$ cat config.mk
export PLATFORM = sky130hd
export DESIGN_NAME = kd_internal_node_sender_flat
export DESIGN_NICKNAME = d
export VERILOG_FILES = /design/src/rtl/kd_tree_pkg.sv /design/src/rtl/kd_internal_node_sender_if.sv /design/src/rtl/kd_internal_node_sender.sv /design/src/flat_wrapper.sv
export SDC_FILE = /design/constraint.sdc
export NUM_CORES = 1
export LEC_CHECK = 0
export ABC_CLOCK_PERIOD_IN_PS = 2900
export BUFFER_PORTS_ARGS = -buffer_cell sky130_fd_sc_hd__buf_2
export CAP_MARGIN = 15
export CORE_MARGIN = 2
export CORE_UTILIZATION = 30
export DETAILED_ROUTE_END_ITERATION = 6
export PLACE_DENSITY = 0.57
export SETUP_SLACK_MARGIN = 0.2
export SLEW_MARGIN = 20
export SYNTH_ARGS = -nofsm -noshare
export SYNTH_HDL_FRONTEND = slang
export SYNTH_SLANG_ARGS = --single-unit
$ cat constraint.sdc
create_clock -name clk -period 2.9 [get_ports clk]
set_clock_uncertainty 0.05 [all_clocks]
set_input_delay 0.145 -clock clk [delete_from_list [all_inputs] [get_ports clk]]
set_output_delay 0.145 -clock clk [all_outputs]
set_load 0.05 [all_outputs]
$ cat src/rtl/kd_tree_pkg.sv
// Shared constants and state encoding for the KD-tree internal-node loader.
// The tree has 63 internal nodes; each 22-bit record is sent as two 11-bit halves.
package kd_tree_pkg;

   localparam int HALF_WIDTH     = 11;
   localparam int INTERNAL_WIDTH = 2 * HALF_WIDTH;
   localparam int NUM_NODES      = 63;
   localparam int COUNT_WIDTH    = 6;

   typedef enum logic [2:0] {
      ST_IDLE = 3'd0,
      ST_LOW  = 3'd1,
      ST_HIGH = 3'd2,
      ST_EMIT = 3'd3,
      ST_DONE = 3'd4
   } sender_state_t;

   // The record currently emitted is the final one of the load.
   function automatic logic is_last_node(input logic [COUNT_WIDTH-1:0] count);
      return count == COUNT_WIDTH'(NUM_NODES - 1);
   endfunction

endpackage

$ cat src/rtl/kd_internal_node_sender_if.sv
// Host-side half-word stream and tree-side record port of the internal-node sender.
// The sender implements the slave view; the host/tree environment implements the master view.
interface kd_internal_node_sender_if;
   import kd_tree_pkg::*;

   logic                      start;
   logic                      abort;
   logic                      stall;
   logic                      in_valid;
   logic [HALF_WIDTH-1:0]     in_data;
   logic                      in_ready;
   logic                      sender_enable;
   logic [INTERNAL_WIDTH-1:0] sender_data;
   logic [COUNT_WIDTH-1:0]    node_count;
   logic                      busy;
   logic                      done;

   modport master (
      output start, abort, stall, in_valid, in_data,
      input  in_ready, sender_enable, sender_data, node_count, busy, done
   );

   modport slave (
      input  start, abort, stall, in_valid, in_data,
      output in_ready, sender_enable, sender_data, node_count, busy, done
   );

endinterface

$ cat src/rtl/kd_internal_node_sender.sv
// Packs low/high half-word pairs into 22-bit node records and strobes each record to the tree,
// counting records and flagging completion after the last internal node.
module kd_internal_node_sender
   import kd_tree_pkg::*;
(
   input  logic                        clk,
   input  logic                        rst_n,
   kd_internal_node_sender_if.slave    bus
);

   sender_state_t             state_q, state_d;
   logic [INTERNAL_WIDTH-1:0] data_q, data_d;
   logic [COUNT_WIDTH-1:0]    count_q, count_d;

   // Next-state, staging and counter update; abort outranks stall, stall freezes everything.
   always_comb begin
      state_d = state_q;
      data_d  = data_q;
      count_d = count_q;
      if (bus.abort) begin
         state_d = ST_IDLE;
         count_d = '0;
      end else if (bus.stall) begin
         state_d = state_q;
      end else begin
         case (state_q)
            ST_IDLE, ST_DONE: begin
               if (bus.start) begin
                  state_d = ST_LOW;
                  count_d = '0;
               end else begin
                  state_d = state_q;
               end
            end
            ST_LOW: begin
               if (bus.in_valid) begin
                  data_d[HALF_WIDTH-1:0] = bus.in_data;
                  state_d                = ST_HIGH;
               end else begin
                  state_d = ST_LOW;
               end
            end
            ST_HIGH: begin
               if (bus.in_valid) begin
                  data_d[INTERNAL_WIDTH-1:HALF_WIDTH] = bus.in_data;
                  state_d                             = ST_EMIT;
               end else begin
                  state_d = ST_HIGH;
               end
            end
            ST_EMIT: begin
               count_d = count_q + COUNT_WIDTH'(1);
               state_d = is_last_node(count_q) ? ST_DONE : ST_LOW;
            end
            default: begin
               state_d = ST_IDLE;
               count_d = '0;
            end
         endcase
      end
   end

   // State, staging record and node counter registers.
   always_ff @(posedge clk or negedge rst_n) begin
      if (!rst_n) begin
         state_q <= ST_IDLE;
         data_q  <= '0;
         count_q <= '0;
      end else begin
         state_q <= state_d;
         data_q  <= data_d;
         count_q <= count_d;
      end
   end

   // Strobes decode from state only; an abort in EMIT drops the pending record.
   assign bus.in_ready      = ((state_q == ST_LOW) || (state_q == ST_HIGH)) && !bus.stall && !bus.abort;
   assign bus.sender_enable = (state_q == ST_EMIT) && !bus.stall && !bus.abort;
   assign bus.sender_data   = data_q;
   assign bus.node_count    = count_q;
   assign bus.busy          = (state_q == ST_LOW) || (state_q == ST_HIGH) || (state_q == ST_EMIT);
   assign bus.done          = (state_q == ST_DONE);

endmodule
$ cat src/flat_wrapper.sv
// flat-port wrapper written by rule: the top's interface ports become plain ports
module kd_internal_node_sender_flat import kd_tree_pkg::*;
  (clk, rst_n, bus_start, bus_abort, bus_stall, bus_in_valid, bus_in_data, bus_in_ready, bus_sender_enable, bus_sender_data, bus_node_count, bus_busy, bus_done);
  kd_internal_node_sender_if bus_i ();
  input  logic clk;
  input  logic rst_n;
  input wire logic [$bits(bus_i.start)-1:0] bus_start;
  input wire logic [$bits(bus_i.abort)-1:0] bus_abort;
  input wire logic [$bits(bus_i.stall)-1:0] bus_stall;
  input wire logic [$bits(bus_i.in_valid)-1:0] bus_in_valid;
  input wire logic [$bits(bus_i.in_data)-1:0] bus_in_data;
  output wire logic [$bits(bus_i.in_ready)-1:0] bus_in_ready;
  output wire logic [$bits(bus_i.sender_enable)-1:0] bus_sender_enable;
  output wire logic [$bits(bus_i.sender_data)-1:0] bus_sender_data;
  output wire logic [$bits(bus_i.node_count)-1:0] bus_node_count;
  output wire logic [$bits(bus_i.busy)-1:0] bus_busy;
  output wire logic [$bits(bus_i.done)-1:0] bus_done;
  assign bus_i.start = bus_start;
  assign bus_i.abort = bus_abort;
  assign bus_i.stall = bus_stall;
  assign bus_i.in_valid = bus_in_valid;
  assign bus_i.in_data = bus_in_data;
  assign bus_in_ready = bus_i.in_ready;
  assign bus_sender_enable = bus_i.sender_enable;
  assign bus_sender_data = bus_i.sender_data;
  assign bus_node_count = bus_i.node_count;
  assign bus_busy = bus_i.busy;
  assign bus_done = bus_i.done;
  kd_internal_node_sender u_core (.clk(clk), .rst_n(rst_n), .bus(bus_i));
endmodule
==> summary.txt <==
Pwr
  – Power Density: 908.8 nW/µm²
  – Worst vdd ir: 0.3580 mV
  – Gate power share: 0.424
  – Sw frac: 0.4439
  – Sequential cell fraction of total power: 0.357
  – Leak: 0.0009270 µW
  – Net Sw Power: 757.6 µW
  – P_int: 949.2 µW
  – Clock share of power: 0.219
  – PnR Total Power: 1707 µW

Synth
  – Syn Area/Cell: 12.23 µm²
  – Synth Register Bits: 31
  – Seq/Total Area, Yosys: 0.5241
  – Synth Flop Type: dfrtp_1
  – Number of synthesized flops with an enable pin: 0
  – Cell Area, Synth: 1480 µm²
  – Syn Nets: 140
  – Ys Warns: 0
  – Post-synth ARST share: 1.000
  – Syn Inst Count: 121
  – Synth cell types: 38

Final layout
  – Final Cell Area: 1878 µm²
  – Fraction of layout cells with a size suffix above 1: 0.4855
  – Filler instances: 473
  – Area grow syn2layout: 26.88%
  – Fin nets: 191
  – Antenna diodes: 0

Clocking
  – Clock transition at path regs: 70 ps
  – CTS root buffer: clkbuf_8
  – CTS Buffer Depth: 2
  – CTS tree: done
  – Clk_lat worst skew: 270 ps
  – CTS HTree Levels: 2
  – Number of buffers created by CTS: 5
  – Num Clock Sinks: 31
  – Post-CTS Setup Inserts: 0

GRT
  – Number of global-route vias before repair: 1105
  – All-Layer GR Usage: 0.1223
  – Initial antenna violation count: 0
  – GRT overflow: 0
  – First-pass GRT wire length: 5085 µm
  – Largest net degree at the start of global routing: 32

Route
  – 1st-iter DRT viols: 41
  – Routed Wire Length: 3182 µm
  – DR vias: 1134
  – DR WL/cell: 13.26 µm
  – Pre-Repair DR Iteration Count: 4
  – Vias per cell: 4.725
  – Post-DRT Antenna Nets: 0
  – Drt drc: 0

Place
  – Routability Congestion: 0.8501
  – Dpl hpwl: 2455 µm
  – Placed Area: 1764 µm²
  – Port Buffers: 48

Timing
  – RSZ-0062 raised after global routing: no
  – Setup TNS: 0 ps
  – Peak Freq: 0.5512 GHz
  – Final setup violating endpoints: 0
  – Crit share post-route: 0.6256
  – Slew HR: 0.5454
  – WHS: 58.40 ps
  – Least-Margin Pin Slew: 681.9 ps
  – Crit path time final: 1814 ps
  – Hold Fails Final Rpt: 0
  – Final Slew Violations: 0

Critical path
  – Critical Path End Type: output pin
  – Worst Setup SP: u_core.state_q[0]$_DFFE_PN0P_
  – Crit start category: register
  – CP max FO: 15
  – Arrival @ worst endpoint: 1620 ps
  – Largest stage delay on the critical path: 600 ps
  – Kind of critical path: reg -> out
  – R2r startpoint: u_core.state_q[0]$_DFFE_PN0P_
  – CP top delay family: flip-flops
  – Worst Path Required: 2710 ps
  – CP cell instances: and3b_2, nand2_1, inv_1, buf_2
  – Crit-path slowest cell: dfrtp_1
  – Crit path buffers/inverters: 2

Floorplanning
  – Initial core utilization: 0.3113
  – Chip width: 74.24 µm
  – Placeable Area: 4755 µm²
  – Row cnt: 25
  – Die area: 5512 µm²
  – Die Ht: 74.24 µm
  – I/O pin total: 49

Hold path
  – Hold crit path type: in -> reg
  – Worst hold start: bus_in_data[9]

Outcome
  – Status: finished, final reports clean

Run
  – Max_cap viols: 0
routing by layer:
layer | wire (µm) | track usage | vias up
met3 | 132 | 0.03930 | 7
met1 | 1270 | 0.1405 | 551
li1 | - | - | 550
met4 | 48 | 0.04762 | 0
met2 | 1729 | 0.2123 | 26
met5 | 0 | 0 | -
worst reg2reg max path, cell delays in order (launching register included):
cell and delay (ps):
dfrtp_1 530, nor2b_1 170, nand4_1 480, mux2_2 460
path summary, 6_finish.rpt:
| path | endpoint | cells after the start | slack (ps) |
|---|---|---|---|
| worst max-delay path | bus_sender_enable | 4 | 1090 |
| worst min-delay path | u_core.bus.sender_data[20]$_DFFE_PN0P_ | 2 | 60 |
| worst max register to register | u_core.bus.sender_data[17]$_DFFE_PN0P_ | 3 | 1090 |
| worst min register to register | u_core.bus.sender_data[21]$_DFFE_PN0P_ | 1 | 450 |
| max in group asynchronous | u_core.bus.sender_data[17]$_DFFE_PN0P_ | 2 | 1970 |
| min in group asynchronous | u_core.bus.node_count[4]$_DFFE_PN0P_ | 2 | 390 |
cell usage after synthesis (3+ instances only):
cell / n / area, µm²
nor2_1: 4 / 15.01
o22ai_1: 3 / 18.77
mux2_2: 22 / 247.7
nor2b_1: 3 / 18.77
o21ai_0: 5 / 25.02
dfrtp_1: 31 / 775.7
inv_1: 9 / 33.78
nand3_1: 4 / 20.02
nor3_1: 3 / 15.01
cells by family after synthesis:
kind of cell | synth area share
flip-flops | 0.5241
adder cells (fa/ha/maj) | 0.01690
AND/OR/NAND/NOR | 0.1243
XOR/XNOR | 0.01184
buffers and inverters | 0.05494
AO/OA/AOI/OAI | 0.09383
multiplexers | 0.1741
cell type report:
cell class | instances | area (µm²) | share of cell area
inverter | 9 | 33.78 | 0.01799
tap | 67 | 83.83 | 0.04464
timing repair buffer | 50 | 257.7 | 0.1372
sequential | 31 | 775.7 | 0.4131
clock buffer | 7 | 96.34 | 0.05130
clock inverter | 1 | 7.507 | 0.003997
multi-input combinational | 75 | 623.1 | 0.3318
timing repair:
action | 4_1_cts | 5_1_grt
hold buffers | 1 | 0
setup endpoints to repair | 0 | 0
hold endpoints to repair | 31 | 0
resized for setup | 0 | 0
state kept, by name, summed over array words and instances (netlist names):
register and count:
u_core.bus.node_count 6, u_core.state_q 3, u_core.bus.sender_data 22
stage by stage:
stage | worst slack, ps | cells | utilization
final | 1086 | 240 | 0.3950
after global routing | 883.0 | 240 | 0.3950
after CTS | 1039 | 240 | 0.3950
after detailed placement | 1050 | 231 | 0.3711
after global placement | 1108 | 231 | 0.3711
after floorplan | 1057 | 121 | -
cells in the final DEF (no fill, tap or decap), drive strengths merged:
| cell | netlist | final |
|---|---|---|
| o21ai | 5 | 5 |
| nor3 | 3 | 3 |
| inv | 9 | 9 |
| nand2 | 2 | 2 |
| o31ai | 1 | 1 |
| nand3 | 4 | 4 |
| buf | 6 | 49 |
| xnor2 | 1 | 1 |
| nor4b | 1 | 1 |
| clkbuf | 0 | 7 |
| a31oi | 1 | 1 |
| dlygate4sd3 | 0 | 1 |
| a41oi | 1 | 1 |
| nor3b | 1 | 1 |
| xor2 | 1 | 1 |
| a221oi | 3 | 3 |
| nor2 | 5 | 5 |
| clkinvlp | 0 | 1 |
| and4bb | 1 | 1 |
| o32ai | 1 | 1 |
| and2 | 1 | 1 |
| o211ai | 1 | 1 |
| o22ai | 3 | 3 |
| nand4 | 2 | 2 |
| nor4 | 2 | 2 |
| dfrtp | 31 | 31 |
| nand3b | 1 | 1 |
| a21oi | 1 | 1 |
| ha | 2 | 2 |
| and3b | 1 | 1 |
| mux2i | 1 | 1 |
| and3 | 2 | 2 |
| a32o | 1 | 1 |
| mux2 | 22 | 22 |
| nor2b | 3 | 3 |
| o311ai | 1 | 1 |
power groups by stage:
stage	Sequential [µW]	Combinational (µW)	Clock [µW]
finish	610	724	373
global route	628	758	409
CTS	613	733	387
detailed placement	621	731	0
global placement	615	719	0
floorplan	1010	164	0
Note: power is estimated with default switching activity, not from simulation.
